`src/rtl/data_interpolation.sv`:
```
// rtl/data_interpolation.sv - stream upsampler: repeats each input sample (interp_reg+1) times, narrowed to DAC width
// Optional build macro: INTERP_ZERO_STUFF_EN (zero-stuffed repeats instead of zero-order hold).
module data_interpolation #(
  parameter int DATA_IN_WIDTH  = 16,
  parameter int DATA_OUT_WIDTH = 12,
  parameter int DATA_REG_WIDTH = 32
) (
  input  logic                      clk,
  input  logic                      rst,
  input  logic [DATA_REG_WIDTH-1:0] interp_reg,
  input  logic [DATA_IN_WIDTH-1:0]  in_data,
  input  logic                      in_data_valid,
  output logic                      in_data_ready,
  output logic [DATA_OUT_WIDTH-1:0] out_data,
  output logic                      out_data_valid,
  input  logic                      out_data_ready,
  output logic [DATA_REG_WIDTH-1:0] underrun_cnt
);

  typedef enum logic {IDLE, EMIT} state_t;

  localparam logic [DATA_REG_WIDTH-1:0] ONE = {{(DATA_REG_WIDTH-1){1'b0}}, 1'b1};

  state_t                    state;
  state_t                    state_nxt;
  logic [DATA_OUT_WIDTH-1:0] sample_q;
  logic [DATA_REG_WIDTH-1:0] cnt;
  logic [DATA_REG_WIDTH-1:0] factor_q;
  logic                      started;

  logic                      in_xfer;
  logic                      out_xfer;
  logic                      last_beat;
  logic [DATA_OUT_WIDTH-1:0] narrow;
  logic [DATA_OUT_WIDTH-1:0] repeat_data;
  logic                      unused_bits;

  assign out_xfer  = out_data_valid & out_data_ready;
  assign last_beat = (cnt == factor_q);
  assign in_xfer   = in_data_valid & in_data_ready;
  assign narrow    = in_data[DATA_IN_WIDTH-1 -: DATA_OUT_WIDTH];

`ifdef INTERP_ZERO_STUFF_EN
  assign repeat_data = '0;
`else
  assign repeat_data = sample_q;
`endif

  // LSBs below the DAC width are deliberately dropped.
  assign unused_bits = ^{in_data, sample_q};

  always_ff @(posedge clk) begin
    if (rst) begin
      state <= IDLE;
    end else begin
      state <= state_nxt;
    end
  end

  always_comb begin
    state_nxt = state;
    case (state)
      IDLE: if (in_xfer) state_nxt = EMIT;
      EMIT: if (out_xfer && last_beat && !in_xfer) state_nxt = IDLE;
      default: state_nxt = IDLE;
    endcase
  end

  // Accepting on the final beat lets bursts run back to back with no bubble.
  always_comb begin
    in_data_ready = (state == IDLE) | (out_xfer & last_beat);
  end

  always_ff @(posedge clk) begin
    if (rst) begin
      sample_q       <= '0;
      out_data       <= '0;
      out_data_valid <= 1'b0;
      cnt            <= '0;
      factor_q       <= '0;
      started        <= 1'b0;
      underrun_cnt   <= '0;
    end else begin
      if (in_xfer) begin
        sample_q       <= narrow;
        out_data       <= narrow;
        out_data_valid <= 1'b1;
        factor_q       <= interp_reg;
        cnt            <= '0;
        started        <= 1'b1;
      end else if (out_xfer) begin
        if (!last_beat) begin
          cnt      <= cnt + ONE;
          out_data <= repeat_data;
        end else begin
          out_data_valid <= 1'b0;
        end
      end

      if (started && out_data_ready && !out_data_valid && (underrun_cnt != '1)) begin
        underrun_cnt <= underrun_cnt + ONE;
      end
    end
  end

endmodule
```
`config.mk`:
```
export PLATFORM = sky130hd
export DESIGN_NAME = data_interpolation
export DESIGN_NICKNAME = d
export VERILOG_FILES = /design/src/rtl/data_interpolation.sv
export SDC_FILE = /design/constraint.sdc
export NUM_CORES = 1
export LEC_CHECK = 0
export CAP_MARGIN = 40
export CORE_UTILIZATION = 47
export CTS_CLUSTER_DIAMETER = 120
export DETAILED_ROUTE_END_ITERATION = 10
export GPL_ROUTABILITY_DRIVEN = 0
export PLACE_DENSITY = 0.72
export SYNTH_ARGS = -nofsm -noshare
export SYNTH_HDL_FRONTEND = slang
export SYNTH_SLANG_ARGS = --single-unit
```
`constraint.sdc`:
```
create_clock -name clk -period 4.15 [get_ports clk]
set_input_delay 0.415 -clock clk [delete_from_list [all_inputs] [get_ports clk]]
set_output_delay 0.415 -clock clk [all_outputs]
set_load 0.05 [all_outputs]
```
Word level (Yosys, flattened, before mapping)
Index checks and enable logic that the tools add are counted.
Word-level totals
  register bits: 123
  word-level logic and storage cells: 41
  input bits: 52
Cells by class
  reduce and logical (&&, ||, !) cells: 13
  bitwise gates (word level): 6
  equality and inequality tests: 3
  mux-type cells: 9
  add/subtract/negate cells: 2
Operators with widths (number)
  adder 32 x 1 -> 32 bit (second input constant): 2
  two-way mux 12 bit: 3
  == test 32 bit: 1
  != test 32 bit (second input constant): 1
  AND reduction 2 bit: 3
  logical AND 1 bit: 5
  two-way mux 1 bit: 5
  nonzero test 2 bit: 2
  bitwise AND 1 bit: 3
  zero test 1 bit: 2
  != test 2 bit (second input constant): 1
  NOT 1 bit: 2
  one-hot mux 1 bit (2 select lines): 1
  OR reduction 2 bit: 1
  bitwise OR 1 bit: 1

Longest topological paths before layout
Gate-level depths: netlist (run 1).
  word-level depth: 8
  mapped depth: 9

Least setup slack after synthesis (run 1)
Ideal clock, no wire load.
  path kind: flip-flop to flip-flop
  start: register underrun_cnt[15]
  end: register underrun_cnt[25]
  slack: 1.820 ns
  data arrival time: 2.203 ns
  setup time: 0.128 ns
  data required time: 4.022 ns
  stages on the path, launching flop included: 8
  cell sequence: dfxtp_1 nand4_1 nor4_4 nand4b_1 clkbuf_1 nand4_1 xor2_1 nor2_1
Between the ends
  cells in the longest elaborated chain, start to end: 2
RTL lines
  start: declaration: RTL line 17  | output logic [DATA_REG_WIDTH-1:0] underrun_cnt
  start signal: assignment: RTL line 101  | underrun_cnt <= underrun_cnt + ONE;
  branches (longest 2 deep; another with adder 32 x 1 -> 32 bit)
Several ways; the timed one is not identified.
A chain may end at the register's enable or synchronous reset.

Worst setup path after layout (run 1)
  start: register cnt[5]
  end: output port in_data_ready
Between the ends
  cells in the longest elaborated chain, start to end: 3
RTL lines
  start: declaration: RTL line 27  | logic [DATA_REG_WIDTH-1:0] cnt;
  start signal: assignment: RTL line 93  | cnt <= cnt + ONE;
  == test 32 bit: RTL line 39  | assign last_beat = (cnt == factor_q);
  bitwise AND 1 bit: RTL line 71  | in_data_ready = (state == IDLE) | (out_xfer & last_beat);
  bitwise OR 1 bit: RTL line 71
  end: declaration: RTL line 13  | output logic in_data_ready,
No other way between the ends.

==> parameters.txt, run 1 <==
Parameter                              Value

Critical path
  CP Class ... register to output pin
  Startpoint class of the critical path ... register
  Depth of the worst register-to-register path ... 7
  Worst-case register-to-register setup slack ... 1.39 ns
  Required time of the worst setup path ... 3.73 ns
  First element of the critical path ... cnt[5]$_SDFFE_PP0P_
  Crit Reg-Reg Endpoint ... cnt[14]$_SDFFE_PP0P_
  Arrival time at the worst endpoint ... 2.94 ns
  Crit path max fanout ... 5
  Capturing element type of the critical path ... output pin
  Setup crit end ... in_data_ready
  Worst R2R Start ... cnt[5]$_SDFFE_PP0P_

Synthesis
  Post-synth EDFFs ... 0
  Commonest register cell after synthesis ... dfxtp_1
  Mapped Cells ... 667
  Async S/R FF share, synth ... 0%
  Synthesized netlist net count ... 721
  Seq/Total Area, Yosys ... 42.9%
  Cells taking the most area after synthesis ... dfxtp_1 (43%), xnor2_1 (7.2%), nand2_1 (6.8%), a21oi_1 (6.5%), nand4_1 (4.6%)
  Post-synthesis cell area ... 5730 sq um
  Number of register bits inferred by synthesis ... 123
  Mean instance size in the synthesized netlist ... 8.60 sq um
  Synth warn ... 0
  Number of distinct library cells after synthesis ... 46
  Most area-hungry cell type in the Yosys netlist ... dfxtp_1
  Area share of the largest cell type after synthesis ... 42.9%

CTS
  Count of buffers added by post-CTS timing repair for setup ... 0
  Post_cts resized ... 0
  CTS H-Tree Depth ... 4
  TritonCTS clock tree ... built
  Number of sinks on the clock net ... 123
  Reg clk slew, reported paths ... 0.06 ns
  Clock buffers created by TritonCTS ... 17
  Clock latency of the later-clocked register in the worst-skew pair ... 0.41 ns
  Buffer cell driving the clock tree root ... clkbuf_16
  Buffer depth of the longest clock path ... 2
  Count of hold buffers inserted by post-cts repair ... 0

Power
  Sw Share ... 24.4%
  Clock power frac ... 48.4%
  Switching power ... 727 uW
  Cell-internal power ... 2260 uW
  Power density relative to cell area ... 406 nW/um^2
  Sequential cell fraction of total power ... 41.7%
  Static leakage ... 0.00248 uW
  Worst IR drop on VDD ... 0.310 mV
  Fraction of power consumed by combinational cells ... 9.9%

Placement
  Placed inst area ... 6760 sq um
  HPWL Detailed ... 9.64 mm
  Count of input and output buffers ... 93

Timing
  Slew at the pin with the worst max-slew slack ... 0.714 ns
  Setup TNS ... 0 ns
  Worst setup skew after layout ... 0.00857 ns
  Setup violators final ... 0
  Period utilisation layout ... 80.9%
  Setup repair after global routing missed its margin ... false
  Final hold violations ... 0
  Timing-limited maximum frequency ... 0.298 GHz
  Final period demand of the worst path ... 3.36 ns
  Final Max Slew Viols ... 0
  Max_slew headroom ... 52.4%

Route
  Avg Vias per Cell ... 5.63
  Antenna Nets Post-Route ... 0
  WL final ... 14.3 mm
  Number of detailed-route iterations in the first pass ... 5
  First-iteration detailed-routing DRC count ... 368
  Post-DR wirelength/cell ... 15.7 um
  Residual DRC ... 0
  DR vias ... 5096

Status
  Status ... finished, final reports clean

Floorplanning
  Top Ports ... 98
  Core Area ... 11700 sq um
  Die Width ... 112 um
  Overall die height ... 112 um
  Initial core utilization ... 49.2%
  Number of rows created at floorplan ... 39
  Total Die Area ... 12600 sq um

Worst hold path
  Min-Delay Path Class ... input port to register

GRT
  Overall routing resource usage ... 23.6%
  Pin count of the biggest net entering global routing ... 78
  Number of global-route vias before repair ... 4924
  First-pass GRT wire length ... 23.8 mm
  Initial antenna violation count ... 0
  Grt total ovfl ... 0

Cells and area
  Share of final-layout standard cells stronger than drive strength 1 ... 9.06%
  Number of diodes added for antenna fixing ... 0
  Final instance area ... 7340 sq um
  Area taken by multi-input logic gates ... 3050 sq um
  Most frequent standard cell in the layout excluding fill and tap cells ... dfxtp_1
  Commonest non-fill, non-tap cells in the layout ... dfxtp_1 (123), nand2_1 (104), clkdlybuf4s50_1 (92)
  # fillers ... 989
  Area growth from synthesis to layout ... 28.1%
  Number of nets in the finished design ... 803
  Register area ... 2460 sq um

Run
  Total of max-cap violations ... 0
[flip-flops by register name, summed over array words and instances (netlist names)]
register and flops:
state 1, underrun_cnt 32, out_data_valid 1, repeat_data 12
started 1, out_data 12, cnt 32, factor_q 32
[worst min-delay path by stage]
| stage | to | slack (ns) | start | cells after the start |
|---|---|---|---|---|
| after global routing | factor_q[9]$_SDFFE_PP0P_ | 0.42 | rst | 3 |
| after detailed placement | repeat_data[9]$_SDFFE_PP0P_ | 0.45 | repeat_data[9]$_SDFFE_PP0P_ | 2 |
| after CTS | factor_q[15]$_SDFFE_PP0P_ | 0.41 | rst | 3 |
| after floorplan | started$_SDFFE_PP0P_ | 0.43 | started$_SDFFE_PP0P_ | 2 |
| after global placement | repeat_data[0]$_SDFFE_PP0P_ | 0.44 | repeat_data[0]$_SDFFE_PP0P_ | 2 |
| final | factor_q[15]$_SDFFE_PP0P_ | 0.41 | rst | 3 |
[cell type report]
type | count | share of cell area [%]
Multi-Input combinational cell | 495 | 41.6
Sequential cell | 123 | 33.5
Timing Repair Buffer | 105 | 14.2
Clock buffer | 22 | 6.32
Tap cell | 143 | 2.44
Clock inverter | 10 | 1.60
Inverter | 7 | 0.358
[metrics by stage]
stage          total power [uW]  hold WS (ns)  instances  util (%)  setup slack (ns)
3_3_place_gp               1550         0.441        871      57.6              1.24
2_1_floorplan              1450         0.433        667         -              1.82
5_1_grt                    3090         0.424        905      63.0             0.665
6_report                   2980         0.410        905      63.0             0.792
3_5_place_dp               1570         0.449        873      58.0              1.20
4_1_cts                    3010         0.407        905      63.0             0.751
[power by group through the flow]
stage / Combinational (uW) / Clock [uW] / Sequential [uW]
after floorplan: 152 / 0 / 1300
final: 295 / 1450 / 1240
after CTS: 297 / 1470 / 1240
after global placement: 285 / 0 / 1270
after global routing: 319 / 1520 / 1250
after detailed placement: 296 / 0 / 1270
[cell usage after synthesis (2+ instances only)]
| master | number |
|---|---|
| a211oi_1 | 6 |
| a211oi_2 | 11 |
| a21bo_2 | 6 |
| a21oi_1 | 74 |
| and2_1 | 3 |
| and3_1 | 15 |
| and4_1 | 7 |
| buf_2 | 15 |
| buf_4 | 5 |
| clkbuf_1 | 19 |
| clkbuf_2 | 2 |
| dfxtp_1 | 123 |
| ha_1 | 2 |
| inv_1 | 7 |
| mux2i_1 | 13 |
| nand2_1 | 104 |
| nand3_1 | 23 |
| nand3b_1 | 6 |
| nand4_1 | 42 |
| nor2_1 | 62 |
| nor3_1 | 2 |
| nor4_4 | 3 |
| o21ai_0 | 4 |
| o31ai_1 | 10 |
| o41ai_1 | 2 |
| or3_1 | 4 |
| or4_1 | 9 |
| xnor2_1 | 47 |
| xor2_1 | 24 |
[layer usage]
metal	global-route usage [%]	up-vias	wire, um
met5	0	-	0
met1	29.4	2414	6280
met3	7.56	18	895
met2	38.6	157	6930
li1	-	2507	-
met4	7.56	0	148
[kinds of logic (layout without fill, tap and decap cells)]
kind of cell,count (synthesis),count (layout),synth area share [%]
simple gates,290,290,25.6
flops,123,123,42.9
compound gates,119,119,13.9
xor+xnor,71,71,10.8
buf+inv,49,144,4.04
mux,13,13,2.27
fa+ha+maj,2,2,0.436
[worst max-delay path, cell delays in order (launching register included)]
cell             delay [ns]
dfxtp_1                0.35
xnor2_1                0.29
nand4_1                0.23
nor4_4                 0.53
nand3_1                0.18
nand2_1                0.14
clkdlybuf4s50_1        0.81
Note: power is estimated with default switching activity, not from simulation.
==> run 2, diff against run 1 <==
--- a/config.mk
+++ b/config.mk
@@ -10,7 +10,7 @@
 export CTS_CLUSTER_DIAMETER = 120
 export DETAILED_ROUTE_END_ITERATION = 10
 export GPL_ROUTABILITY_DRIVEN = 0
-export PLACE_DENSITY = 0.72
+export PLACE_DENSITY = 0.75
 export SYNTH_ARGS = -nofsm -noshare
 export SYNTH_HDL_FRONTEND = slang
 export SYNTH_SLANG_ARGS = --single-unit
==> constraint.sdc (replaced) <==
create_clock -name clk -period 3.05 [get_ports clk]
set_input_delay 0.305 -clock clk [delete_from_list [all_inputs] [get_ports clk]]
set_output_delay 0.305 -clock clk [all_outputs]
set_load 0.05 [all_outputs]
==> parameters.txt, run 2 (synthesized netlist as in run 1, its figures left out) <==
Parameter                              Value

Status
  Status ... finished, final reports clean

Timing
  Slew at the pin with the worst max-slew slack ... 0.591 ns
  Setup TNS ... 0 ns
  Setup repair after global routing missed its margin ... false
  Setup violators final ... 0
  Worst setup skew after layout ... 0.00672 ns
  Timing-limited maximum frequency ... 0.373 GHz
  Max_slew headroom ... 60.3%
  Final hold violations ... 0
  Period utilisation layout ... 87.9%
  Final period demand of the worst path ... 2.68 ns
  Final Max Slew Viols ... 0
  Hold slack ... 0.354 ns

Floorplanning
  Core Area ... 11700 sq um
  Total Die Area ... 12600 sq um
  Overall die height ... 112 um
  Number of rows created at floorplan ... 39
  Die Width ... 112 um
  Top Ports ... 98
  Initial core utilization ... 49.2%

Critical path
  Worst-case register-to-register setup slack ... 0.50 ns
  First element of the critical path ... cnt[5]$_SDFFE_PP0P_
  CP Class ... register to output pin
  Required time of the worst setup path ... 2.74 ns
  Arrival time at the worst endpoint ... 2.38 ns
  Startpoint class of the critical path ... register
  Worst R2R Start ... underrun_cnt[16]$_SDFFE_PP0P_
  Crit path max fanout ... 7
  Capturing element type of the critical path ... output pin

Route
  Residual DRC ... 0
  Number of detailed-route iterations in the first pass ... 5
  Post-DR wirelength/cell ... 16.0 um
  First-iteration detailed-routing DRC count ... 289
  WL final ... 14.5 mm
  DR vias ... 5197
  Avg Vias per Cell ... 5.72
  Antenna Nets Post-Route ... 0

CTS
  Count of hold buffers inserted by post-cts repair ... 0
  Clock latency of the later-clocked register in the worst-skew pair ... 0.42 ns
  Post_cts resized ... 0
  Reg clk slew, reported paths ... 0.05 ns
  CTS H-Tree Depth ... 4
  Count of buffers added by post-CTS timing repair for setup ... 0
  TritonCTS clock tree ... built
  Buffer depth of the longest clock path ... 2
  Number of sinks on the clock net ... 123
  Clock buffers created by TritonCTS ... 17
  Buffer cell driving the clock tree root ... clkbuf_16

Cells and area
  Register area ... 2460 sq um
  Share of final-layout standard cells stronger than drive strength 1 ... 9.41%
  Number of diodes added for antenna fixing ... 0
  Commonest non-fill, non-tap cells in the layout ... dfxtp_1 (123), nand2_1 (104), clkdlybuf4s50_1 (91)
  Area taken by multi-input logic gates ... 3050 sq um
  Most frequent standard cell in the layout excluding fill and tap cells ... dfxtp_1
  Number of nets in the finished design ... 807
  # fillers ... 983
  Largest registers ranked by flip-flop count ... cnt (32), factor_q (32), underrun_cnt (32)
  Area growth from synthesis to layout ... 28.4%

Power
  Total power draw ... 4060 uW
  Clock power frac ... 48.2%
  Sw Share ... 23.7%
  Power density relative to cell area ... 551 nW/um^2
  Switching power ... 962 uW
  Cell-internal power ... 3100 uW
  Fraction of power consumed by combinational cells ... 10.1%
  Sequential cell fraction of total power ... 41.8%
  Worst IR drop on VDD ... 0.362 mV
  Static leakage ... 0.00250 uW

GRT
  Number of global-route vias before repair ... 5165
  Initial antenna violation count ... 0
  Pin count of the biggest net entering global routing ... 69
  First-pass GRT wire length ... 24.6 mm
  Overall routing resource usage ... 24.4%
  Grt total ovfl ... 0

Run
  Total of max-cap violations ... 0

Placement
  HPWL Detailed ... 9.97 mm
  Count of input and output buffers ... 93

Worst hold path
  Min-Delay Path Class ... input port to register
  Start point of the worst min-delay path ... rst
[run 2: power by group through the flow]
stage	sequential (uW)	combinational, uW	clock, uW
finish	1700	408	1960
CTS	1690	410	1980
floorplan	1770	206	0
global placement	1730	395	0
global route	1700	441	2060
detailed placement	1730	407	0
[run 2: final timing paths]
kind                                  end  cells past startpoint
max reg2reg  underrun_cnt[6]$_SDFFE_PP0P_                      7
max                         in_data_ready                      6
min reg2reg   repeat_data[8]$_SDFFE_PP0P_                      2
min             factor_q[14]$_SDFFE_PP0P_                      2
[run 2: per-layer routing]
| metal | vias up | GRT usage, % | share of wire, % |
|---|---|---|---|
| li1 | 2517 | - | - |
| met1 | 2497 | 28.8 | 42 |
| met2 | 154 | 41.7 | 50 |
| met3 | 29 | 7.34 | 5.9 |
| met4 | 0 | 9.60 | 2.0 |
| met5 | - | 0 | 0 |
[run 2: area by class of cell]
cell class,count,share of cell area (%)
clock buffers,21,5.98
clock inverters,10,1.70
inverters,7,0.357
multi-input cells,495,41.5
flip-flops and latches,123,33.5
well taps,143,2.43
repair buffers,109,14.6
[run 2: critical path: stages, from the launching register on]
cell     delay (ns)
dfxtp_1        0.43
xnor2_1        0.18
nand4_1        0.21
nor4_4         0.60
nand3_1        0.19
nand2_1        0.18
buf_12         0.16
[run 2: metrics by stage]
stage                     setup slack [ns]  cells  utilization, %  cell area [sq um]
after floorplan                      0.720    667               -               5730
after global placement               0.541    876            58.1               6780
after detailed placement             0.579    877            58.3               6800
after CTS                            0.356    908            63.1               7360
after global routing                 0.231    908            63.1               7360
final                                0.368    908            63.1               7360
